`src/rtl/syscall_ctrl_pkg.sv`:
```
`default_nettype none
// ============================================================================
// Module      : syscall_ctrl_pkg
// Description : Shared defines for the SYSCALL controller: FSM state
//               encodings, PC increment stop mask and the exit service code.
// Revision    : 1.0 - initial release
// ============================================================================
package syscall_ctrl_pkg;

    // FSM state encoding (explicit width, legacy-compatible constants)
    typedef logic [1:0] state_t;
    localparam state_t ST_IDLE    = 2'd0;
    localparam state_t ST_DISPLAY = 2'd1;
    localparam state_t ST_RELEASE = 2'd2;
    localparam state_t ST_HALT    = 2'd3;

    // OR-mask forcing the PC increment select to its "hold" encoding
    localparam logic [1:0]  PC_INC_STOP_OR_MASK = 2'b11;

    // $v0 service number that terminates the program
    localparam logic [31:0] SYSCALL_EXIT = 32'd10;

    // True when the $v0 service code requests program exit
    function automatic logic is_exit(input logic [31:0] v0);
        return (v0 == SYSCALL_EXIT);
    endfunction

endpackage : syscall_ctrl_pkg
`default_nettype wire

```
`src/rtl/sat_counter.sv`:
```
`default_nettype none
// ============================================================================
// Module      : sat_counter
// Description : Up-counter that sticks at its all-ones value instead of
//               wrapping. Asynchronous active-high reset.
// Revision    : 1.0 - initial release
// ============================================================================
module sat_counter #(
    parameter int WIDTH = 16
) (
    input  logic             clk,
    input  logic             rst,
    input  logic             i_inc,
    output logic [WIDTH-1:0] o_count
);

    localparam logic [WIDTH-1:0] c_max = '1;

    logic [WIDTH-1:0] r_count;

    // Count increment requests, holding at the maximum value
    always_ff @(posedge clk or posedge rst) begin
        if (rst) begin
            r_count <= '0;
        end else if (i_inc && (r_count != c_max)) begin
            r_count <= r_count + 1'b1;
        end
    end

    assign o_count = r_count;

endmodule : sat_counter
`default_nettype wire

```
`src/rtl/syscall_ctrl.sv`:
```
`default_nettype none
// ============================================================================
// Module      : syscall_ctrl
// Description : SYSCALL handler for the EX stage. Prints $a0 through a
//               valid/ready display port (with optional timeout), or halts the
//               CPU on the exit service until a debug resume. Stalls the
//               front of the pipeline while a syscall is being serviced.
// Revision    : 1.0 - initial release
// ============================================================================
module syscall_ctrl
    import syscall_ctrl_pkg::*;
#(
    parameter int DISP_TIMEOUT = 255
) (
    input  logic        clk,
    input  logic        clr,
    input  logic        syscall_ex,
    input  logic [31:0] reg_v0,
    input  logic [31:0] reg_a0,
    input  logic        disp_ready,
    input  logic        resume,
    output logic        disp_valid,
    output logic [31:0] disp_data,
    output logic        stall,
    output logic [1:0]  pc_inc_mask,
    output logic        halted,
    output logic        disp_dropped,
    output logic [15:0] syscall_count
);

    // Timeout fires when the counter reaches DISP_TIMEOUT-1; zero disables it
    localparam logic       c_timeout_en   = (DISP_TIMEOUT != 0);
    localparam logic [7:0] c_timeout_last = 8'(DISP_TIMEOUT - 1);

    state_t      r_state;
    state_t      w_next_state;
    logic [31:0] r_disp_data;
    logic [7:0]  r_tmo_cnt;
    logic        r_dropped;

    logic        w_accept;
    logic        w_in_display;
    logic        w_timeout;

    // A syscall is only taken from IDLE; RELEASE deliberately ignores it
    assign w_accept     = (r_state == ST_IDLE) && syscall_ex;
    assign w_in_display = (r_state == ST_DISPLAY);
    assign w_timeout    = w_in_display && c_timeout_en && (r_tmo_cnt == c_timeout_last);

    // Next-state decode
    always_comb begin
        w_next_state = r_state;
        case (r_state)
            ST_IDLE: begin
                if (syscall_ex) begin
                    w_next_state = is_exit(reg_v0) ? ST_HALT : ST_DISPLAY;
                end
            end
            ST_DISPLAY: begin
                if (disp_ready || w_timeout) begin
                    w_next_state = ST_RELEASE;
                end
            end
            ST_RELEASE: begin
                w_next_state = ST_IDLE;
            end
            ST_HALT: begin
                if (resume) begin
                    w_next_state = ST_RELEASE;
                end
            end
            default: begin
                w_next_state = ST_IDLE;
            end
        endcase
    end

    // State register
    always_ff @(posedge clk or posedge clr) begin
        if (clr) begin
            r_state <= ST_IDLE;
        end else begin
            r_state <= w_next_state;
        end
    end

    // Capture $a0 when a print syscall is accepted; held through DISPLAY
    always_ff @(posedge clk or posedge clr) begin
        if (clr) begin
            r_disp_data <= '0;
        end else if (w_accept && !is_exit(reg_v0)) begin
            r_disp_data <= reg_a0;
        end
    end

    // Display wait counter: cleared on acceptance, counts unanswered cycles
    always_ff @(posedge clk or posedge clr) begin
        if (clr) begin
            r_tmo_cnt <= '0;
        end else if (w_accept) begin
            r_tmo_cnt <= '0;
        end else if (w_in_display && !disp_ready) begin
            r_tmo_cnt <= r_tmo_cnt + 8'd1;
        end
    end

    // Sticky drop flag; a same-cycle handshake takes priority over timeout
    always_ff @(posedge clk or posedge clr) begin
        if (clr) begin
            r_dropped <= 1'b0;
        end else if (w_timeout && !disp_ready) begin
            r_dropped <= 1'b1;
        end
    end

    sat_counter #(
        .WIDTH (16)
    ) u_sat_counter (
        .clk     (clk),
        .rst     (clr),
        .i_inc   (w_accept),
        .o_count (syscall_count)
    );

    // Outputs decoded from the registered state so reset clears them at once
    assign disp_valid   = w_in_display;
    assign disp_data    = r_disp_data;
    assign halted       = (r_state == ST_HALT);
    assign pc_inc_mask  = (r_state == ST_HALT) ? PC_INC_STOP_OR_MASK : 2'b00;
    assign disp_dropped = r_dropped;
    assign stall        = w_accept || w_in_display || (r_state == ST_HALT);

endmodule : syscall_ctrl
`default_nettype wire

```
`config.mk`:
```
export PLATFORM = sky130hd
export DESIGN_NAME = syscall_ctrl
export DESIGN_NICKNAME = d
export VERILOG_FILES = /design/src/rtl/syscall_ctrl_pkg.sv /design/src/rtl/sat_counter.sv /design/src/rtl/syscall_ctrl.sv
export SDC_FILE = /design/constraint.sdc
export NUM_CORES = 1
export LEC_CHECK = 0
export BUFFER_PORTS_ARGS = -buffer_cell sky130_fd_sc_hd__buf_2
export CORE_MARGIN = 4
export CORE_UTILIZATION = 35
export DETAILED_ROUTE_END_ITERATION = 10
export PLACE_DENSITY = 0.75
export SLEW_MARGIN = 20
export SYNTH_ARGS = -nofsm -noshare
export SYNTH_HDL_FRONTEND = slang
export SYNTH_SLANG_ARGS = --single-unit
```
`constraint.sdc`:
```
create_clock -name clk -period 1.6 [get_ports clk]
set_input_delay 0.08 -clock clk [delete_from_list [all_inputs] [get_ports clk]]
set_output_delay 0.08 -clock clk [all_outputs]
set_load 0.01 [all_outputs]
```
# Word-level counts from Yosys, hierarchy flattened
# Index checks and enable logic that the tools add are counted.
[classes]
addsub = 2
eq_ne = 9
mux = 8
n_reduce_logical = 14
[op_table]
columns = ["operator", "n"]
rows = [
  ["equality test 32 x 4 -> 1 bit (second input constant)", 1],
  ["adder 16 x 1 -> 16 bit (second input constant)", 1],
  ["2-to-1 mux 8 bit", 2],
  ["!= test 16 bit (second input constant)", 1],
  ["2-to-1 mux 2 bit", 5],
  ["adder 8 x 1 -> 8 bit (second input constant)", 1],
  ["equality test 8 bit (second input constant)", 1],
  ["one-hot mux 2 bit (4 select lines)", 1],
  ["logical AND 1 bit", 6],
  ["equality test 2 bit (second input constant)", 2],
  ["!= test 2 bit (second input constant)", 2],
  ["logical OR 1 bit", 3],
  ["AND reduction 3 bit", 1],
  ["equality test 2 x 1 -> 1 bit (second input constant)", 1],
  ["logical NOT 1 bit", 2],
  ["logical NOT 2 bit", 1],
  ["!= test 2 x 1 -> 1 bit (second input constant)", 1],
  ["nonzero test 2 bit", 1],
]
[word_totals]
ff_bits = 59
inputBits = 69
output_inout_bits = 54

# Logic depth before layout (Yosys ltp)
# Gate-level depths: netlist of the first run.
[depth]
depth_word = 5
depth_mapped = 6

# Modules after synthesis
# From an unflattened synthesis of the first run, not the netlist that was laid out.
[unflattened]
cells_unflattened = 206
hier_area_um2 = 2647.5
[modules_own_cells]
columns = ["mod", "n_inst", "cells_each", "area_each_um2", "seq_area_each_um2"]
rows = [
  ["syscall_ctrl", 1, 135, 1841.8, 1076.0],
  ["sat_counter", 1, 71, 805.8, 400.4],
]

# Worst setup path after synthesis of the first run
# OpenSTA, ideal clock, no wires.
[synth_path]
path_kind = "register -> register"
startpoint = "register r_state[0]"
endpoint = "register u_sat_counter.r_count[6] (netlist: u_sat_counter.o_count[6])"
arrival_time_ns = 1.574
required_time_ns = 1.474
path_slack_ns = -0.100
path_stages_with_launch = 6
n_path_buf = 1
cell_sequence = "dfrtp_1 > or3b_4 > or2_0 > buf_2 > a211o_1 > xnor2_1"
[synth_via]
elab_chain_len = 3
[synth_rtl]
columns = ["item", "line_no", "source"]
rows = [
  ["start: declaration", "syscall_ctrl.sv:35", "state_t r_state;"],
  ["start signal: assignment", "syscall_ctrl.sv:83", "r_state <= w_next_state;"],
  ["logical NOT 2 bit", "syscall_ctrl.sv:46", "assign w_accept = (r_state == ST_IDLE) && syscall_ex;"],
  ["logical AND 1 bit", "syscall_ctrl.sv:46", ""],
  ["logical AND 1 bit", "sat_counter.sv:25", "end else if (i_inc && (r_count != c_max)) begin"],
  ["end signal: assignment", "sat_counter.sv:26", "r_count <= r_count + 1'b1;"],
  ["end: declaration", "sat_counter.sv:19", "logic [WIDTH-1:0] r_count;"],
]
# No other way between the ends.
# A chain may end at the register's enable or synchronous reset.

# Final worst setup path of the first run
# Ends and elaborated chain as after synthesis.

==> impl_results.md, run 1 <==
- CTS tree: built
- Reg-to-reg setup timing slack: -40 ps
- Post-route minimum period: 1640 ps
- R2r startpoint: r_state[0]$_DFFE_PP0P_
- Synth async-reset ratio: 1.00
- Area after DPL: between 3000 and 4000 sq um
- Layout cells sized above 1: 0.521
- Max_cap viols: 0
- Slew margin rel.: 0.587
- Gr busiest metal: met2
- Grt met3 use: 0.0414
- Syn Inst Count: between 200 and 250
- Most frequent cells in the layout: buf_2 (122), dfrtp_1 (59), dlygate4sd3_1 (34)
- Setup CP Type: reg -> reg
- Starting Density: 0.361
- Mapped Nets: 286
- Final period util: 1.02
- Layout Cells excl Fill: approximately 500
- Initial antenna violation count: 0
- Final WL: roughly 7.4 mm
- R2r endpoint: u_sat_counter.o_count[6]$_DFFE_PP0P_
- Drt wl/cell: 14.8 microns
- Hold path depth: 4
- Peak supply drop: around 1.1 mV
- Max H-tree Level: 3
- Syn_area_per_cell: ~12 sq um
- Sequential-to-total area share from yosys stat: 0.561
- Die width: approximately 95 microns
- Pleak: between 2 and 2.5 nW
- CTS Sinks: approximately 60
- Slew Viols, Final: 0
- Crit path max fanout: 7
- Slew of the pin with the lowest slew margin: between 600 and 700 ps
- Final hold violation count: 0
- Vias: around 2,400
- Crit-path cells: or3b_4 -> or2_4 -> a211o_1 -> xnor2_1
- First-pass GRT wire length: 11.6 mm
- Commonest non-fill, non-tap cell in the layout: buf_2
- Post-detail-place hpwl: 5.35 mm
- Antenna cells: 0
- Total negative slack: -53.3 ps
- Max Clock Freq: 0.610 GHz
- Die Ht: between 90 and 100 microns
- Core area: 7290 sq um
- Clock Skew: about 7.1 ps
- Synthesized area: between 2000 and 3000 sq um
- Clock Latency Late Sink: 330 ps
- Via density: 4.71
- Final setup vio count: 2
- Power per cell area: ~1500 nW/um^2
- Placer congestion estimate: 0.816
- Total grt overflow: 0
- Die area: approximately 9000 sq um
- Yosys warns: 0
- CP max stage delay: ~400 ps
- Total CTS buffers: 9
- IO Port Bufs: ~120
- GR Layer Usage met2: 0.291
- GR Util All Layers: 0.169
- Area Overhead vs Synth: 58.0%
- Drt first-iter violations: 67
- Final setup margin: -39.4 ps
- Seq cells post-synth: 59
- Yosys cell types: 37
- CTS Buffer Depth: 2
- Row count: 31
- Hold Crit Class: in -> reg
- Num ports: around 120
- Largest net degree at the start of global routing: 33
- Setup Slack @ Placement: -115 ps
- Number of synthesized flops with an enable pin: 0
- Grt met1 use: 0.202
- CTS root buf: clkbuf_8
- Final ANT Viol Nets: 0
- Hold EP: r_state[1]$_DFFE_PP0P_
- Drt pass-1 iters: 4
- Worst r2r path cells: 4
- CP max-delay cell: or3b_4
- RSZ-0062 raised after global routing: yes
- Post-route DRC: 0
- Design area: 4160 sq um
- Arrival @ worst endpoint: 1850 ps
- Vias in the first global route: 2,368
- Crit start category: register
- Crit end category: register
- Total placed cells including tap cells: 450
- WP data required: between 1500 and 2000 ps
- Fin nets: 470
- Clk slew on worst S/H paths: roughly 70 ps
- Status: finished, violations left
- Ys flop type: dfrtp_1
- Failing checks: setup timing
- Hold wc startpoint: syscall_ex
-- kinds of logic after synthesis --
group | synth area share
buf+inv | 0.0290
flops | 0.561
compound gates | 0.0404
xor+xnor | 0.0633
simple gates | 0.150
fa+ha+maj | 0.0143
mux | 0.141
-- synthesized netlist by cell type (2+ instances only) --
| master | number | share of area |
|---|---|---|
| and3_1 | 2 | 0.0048 |
| nand4_1 | 8 | 0.019 |
| xor2_1 | 16 | 0.053 |
| nor2_1 | 9 | 0.013 |
| nor3_1 | 5 | 0.0095 |
| dfrtp_1 | 59 | 0.56 |
| a21oi_1 | 9 | 0.017 |
| o21ai_0 | 2 | 0.0038 |
| nor4b_1 | 2 | 0.0067 |
| and4_1 | 3 | 0.010 |
| nand2_1 | 10 | 0.014 |
| ha_1 | 3 | 0.014 |
| nand3_1 | 8 | 0.015 |
| nor4_1 | 9 | 0.021 |
| mux2_2 | 31 | 0.13 |
| o31ai_1 | 3 | 0.0086 |
| inv_1 | 6 | 0.0086 |
| buf_4 | 5 | 0.014 |
| mux2_1 | 2 | 0.0086 |
| clkbuf_1 | 3 | 0.0043 |
| xnor2_1 | 3 | 0.010 |
-- worst max-delay path by stage --
stage                                      start  depth (start not counted)                                    end
after floorplan           r_state[1]$_DFFE_PP0P_                          5   u_sat_counter.o_count[6]$_DFFE_PP0P_
after global placement                reg_v0[25]                          6               disp_data[0]$_DFFE_PP0P_
after detailed placement              reg_v0[25]                          6              disp_data[14]$_DFFE_PP0P_
after CTS                 r_state[1]$_DFFE_PP0P_                          4   u_sat_counter.o_count[1]$_DFFE_PP0P_
after global routing      r_state[0]$_DFFE_PP0P_                          6  u_sat_counter.o_count[13]$_DFFE_PP0P_
final                     r_state[0]$_DFFE_PP0P_                          4   u_sat_counter.o_count[6]$_DFFE_PP0P_
-- per-stage QoR --
step	hold WS (ps)	total power (W)	utilization
finish	160	0.00615	0.570
global route	164	0.00654	0.570
CTS	143	0.00612	0.558
detailed placement	204	0.00470	0.484
global placement	187	0.00460	0.484
floorplan	205	0.00362	-
-- worst max-delay path, delay by kind of cell (launching register included) --
family | cells | cell delay [ps]
xor+xnor | 1 | 130
compound gates | 1 | 300
simple gates | 2 | 710
flops | 1 | 390
-- power breakdown --
group / internal [W] / switching [W] / leakage [nW]
Clock: 0.000760 / 0.000569 / 0.0926
Sequential: 0.00205 / 0.000310 / 0.724
Combinational: 0.00133 / 0.00113 / 1.23
-- what timing repair did --
item,in CTS,in global routing
pin swaps,0,13
setup endpoints to repair,4,42
resized for setup,3,14
buffers inserted,0,2
hold buffers,34,0
hold endpoints to repair,61,0
-- per-layer routing --
| layer | up-vias | share of wire |
|---|---|---|
| met5 | - | 0 |
| li1 | 1135 | - |
| met4 | 0 | 0.020 |
| met3 | 12 | 0.052 |
| met1 | 1139 | 0.42 |
| met2 | 80 | 0.51 |
-- registers in the layout (all words and copies together), names as in the netlist --
signal,count
disp_dropped,1
r_state,2
disp_data,32
u_sat_counter.o_count,16
r_tmo_cnt,8
-- final cells by class --
| type | count | area [sq um] |
|---|---|---|
| clock buffers | 12 | 145 |
| clock inverters | 4 | 50.0 |
| fillers | 654 | 3140 |
| inverters | 6 | 22.5 |
| multi-input cells | 140 | 1160 |
| flip-flops and latches | 59 | 1480 |
| well taps | 99 | 124 |
| repair buffers | 182 | 1180 |
Note: power is estimated with default switching activity, not from simulation.
==> run 2, diff against run 1 <==
--- a/config.mk
+++ b/config.mk
@@ -11,3 +11,3 @@
 export DETAILED_ROUTE_END_ITERATION = 10
-export PLACE_DENSITY = 0.75
+export PLACE_DENSITY = 0.65
 export SLEW_MARGIN = 20
==> constraint.sdc (replaced) <==
create_clock -name clk -period 1.6 [get_ports clk]
set_input_delay 0.32 -clock clk [delete_from_list [all_inputs] [get_ports clk]]
set_output_delay 0.32 -clock clk [all_outputs]
set_load 0.01 [all_outputs]
==> run 2 against run 1 <==
Compared with the run above: the run still ends with setup timing left; via count down 3.8%; cell count fell by 5.2%; critical endpoint is now stall; flip-flop and latch count is the same; routed wire length shrank 8.4%; register-to-register slack about the same; cell area down 2.0%; critical path type is now reg -> out; power is 7.2% higher.
==> impl_results.md, run 2 (same netlist as run 1, synthesis figures left out) <==
- Slew Viols, Final: 0
- Layout cells sized above 1: 0.618
- Post-route DRC: 0
- First-pass GRT wire length: a little under 10 mm
- Setup Slack @ Placement: -248 ps
- Via density: 4.78
- Clk slew on worst S/H paths: 60 ps
- Post-route minimum period: 1700 ps
- Net Sw Power: roughly 0.002 W
- Switch share: 0.313
- CTS tree: built
- Worst r2r path cells: 4
- Pleak: roughly 2 nW
- Clock Skew: 6.43 ps
- Flop pwr share: 0.356
- Core area: 7290 sq um
- Arrival @ worst endpoint: around 1400 ps
- Final ANT Viol Nets: 0
- Reg-to-reg setup timing slack: -40 ps
- Slew of the pin with the lowest slew margin: about 300 ps
- Pint: about 0.0045 W
- Drt pass-1 iters: 4
- CTS root buf: clkbuf_8
- Max H-tree Level: 3
- Total CTS buffers: 9
- Hold Crit Class: in -> async
- Crit end category: primary output
- Failing checks: setup timing
- Clock group share of total power: 0.248
- Final WL: approximately 7 mm
- Max Clock Freq: slightly below 0.6 GHz
- Max_cap viols: 0
- Crit start category: register
- Clock Latency Late Sink: about 330 ps
- CTS Buffer Depth: 2
- Final setup margin: -104 ps
- Logic pwr share: 0.395
- Commonest non-fill, non-tap cell in the layout: buf_2
- CTS Sinks: about 60
- Final period util: 1.07
- Vias in the first global route: 2,262
- Post-detail-place hpwl: ~4.7 mm
- Power per cell area: between 1500 and 2000 nW/um^2
- Number of flip-flops under the largest register name: 32
- Die Ht: 94.7 microns
- Die width: between 90 and 100 microns
- Slew margin rel.: 0.796
- Die area: around 9000 sq um
- Starting Density: 0.361
- Placer congestion estimate: 0.812
- Post-cts hold buffer count: 0
- Num ports: 123
- Most frequent cells in the layout: buf_2 (121), dfrtp_1 (59), mux2_2 (31)
- Row count: 31
- Fin nets: approximately 440
- WP data required: approximately 1300 ps
- Fillers: ~660
- IO Port Bufs: about 120
- RSZ-0062 raised after global routing: yes
- Total grt overflow: 0
- Final Power: approximately 0.0066 W
- Setup CP Type: reg -> out
- Initial antenna violation count: 0
- Largest net degree at the start of global routing: 60
- Status: finished, violations left
- Crit path max fanout: 2
- GR Util All Layers: 0.140
- Final setup vio count: 27
- Antenna cells: 0
- Peak supply drop: approximately 0.83 mV
- Area Overhead vs Synth: 54.8%
- Final hold violation count: 0
- Drt first-iter violations: 31
- Total negative slack: -597 ps
- Vias: between 2,000 and 2,500
- Drt wl/cell: about 14 microns
## run 2: cell count changes in the layout (fill, tap and decap cells not counted), sizes merged
cell	change
buf	+6
bufinv	+2
clkbuf	+1
clkinv	+1
clkinvlp	-1
dlygate4sd3	-34
inv	-1
## run 2: final timing paths
| check | endpoint | startpoint |
|---|---|---|
| min in group clk | r_state[0]$_DFFE_PP0P_ | resume |
| max in group asynchronous | disp_data[19]$_DFFE_PP0P_ | clr |
| worst min-delay path | u_sat_counter.o_count[13]$_DFFE_PP0P_ | clr |
| worst max-delay path | stall | r_state[1]$_DFFE_PP0P_ |
| worst min register to register | u_sat_counter.o_count[15]$_DFFE_PP0P_ | u_sat_counter.o_count[15]$_DFFE_PP0P_ |
| worst max register to register | u_sat_counter.o_count[6]$_DFFE_PP0P_ | r_state[1]$_DFFE_PP0P_ |
## run 2: through the flow
step | hold WS (ps) | util | std cells | instance area, sq um
after global placement | 426 | 0.488 | 452 | 3560
after global routing | 88.8 | 0.558 | 476 | 4070
after detailed placement | 425 | 0.488 | 452 | 3560
after CTS | 63.0 | 0.530 | 470 | 3860
after floorplan | 420 | - | 214 | 2660
final | 69.5 | 0.558 | 476 | 4070
## run 2: what timing repair did
action / CTS / global route
endpoints found under the setup margin: 5 / 57
pin swaps: 4 / 11
buffers inserted: 2 / 4
cloned: 0 / 3
resized for setup: 11 / 25
## run 2: final cells by class
type                            count  area [sq um]  share of cell area
Clock buffer                       11           141              0.0347
Clock inverter                      5           100              0.0246
Inverter                            6          26.3             0.00645
Multi-Input combinational cell    140          1240               0.306
Sequential cell                    59          1480               0.363
Tap cell                           99           124              0.0304
Timing Repair Buffer              156           958               0.235
## run 2: critical path: stages (launching register included)
cell	delay, ps
dfrtp_1	380
or3b_4	410
buf_6	130
nand2b_4	50
buf_6	90
## run 2: power groups by stage
stage               clock network (W)  registers (W)  logic (W)
floorplan                           0        0.00265   0.000990
global placement                    0        0.00235    0.00227
detailed placement                  0        0.00237    0.00233
CTS                           0.00169        0.00234    0.00241
global route                  0.00176        0.00242    0.00286
finish                        0.00164        0.00235    0.00260
## run 2: routing by layer
layer | vias to the layer above | routed length [microns] | global-route usage
met3 | 11 | 488 | 0.0398
met2 | 93 | 3330 | 0.238
met1 | 1087 | 2880 | 0.161
li1 | 1084 | - | -
met5 | - | 0 | 0
met4 | 0 | 112 | 0.0649
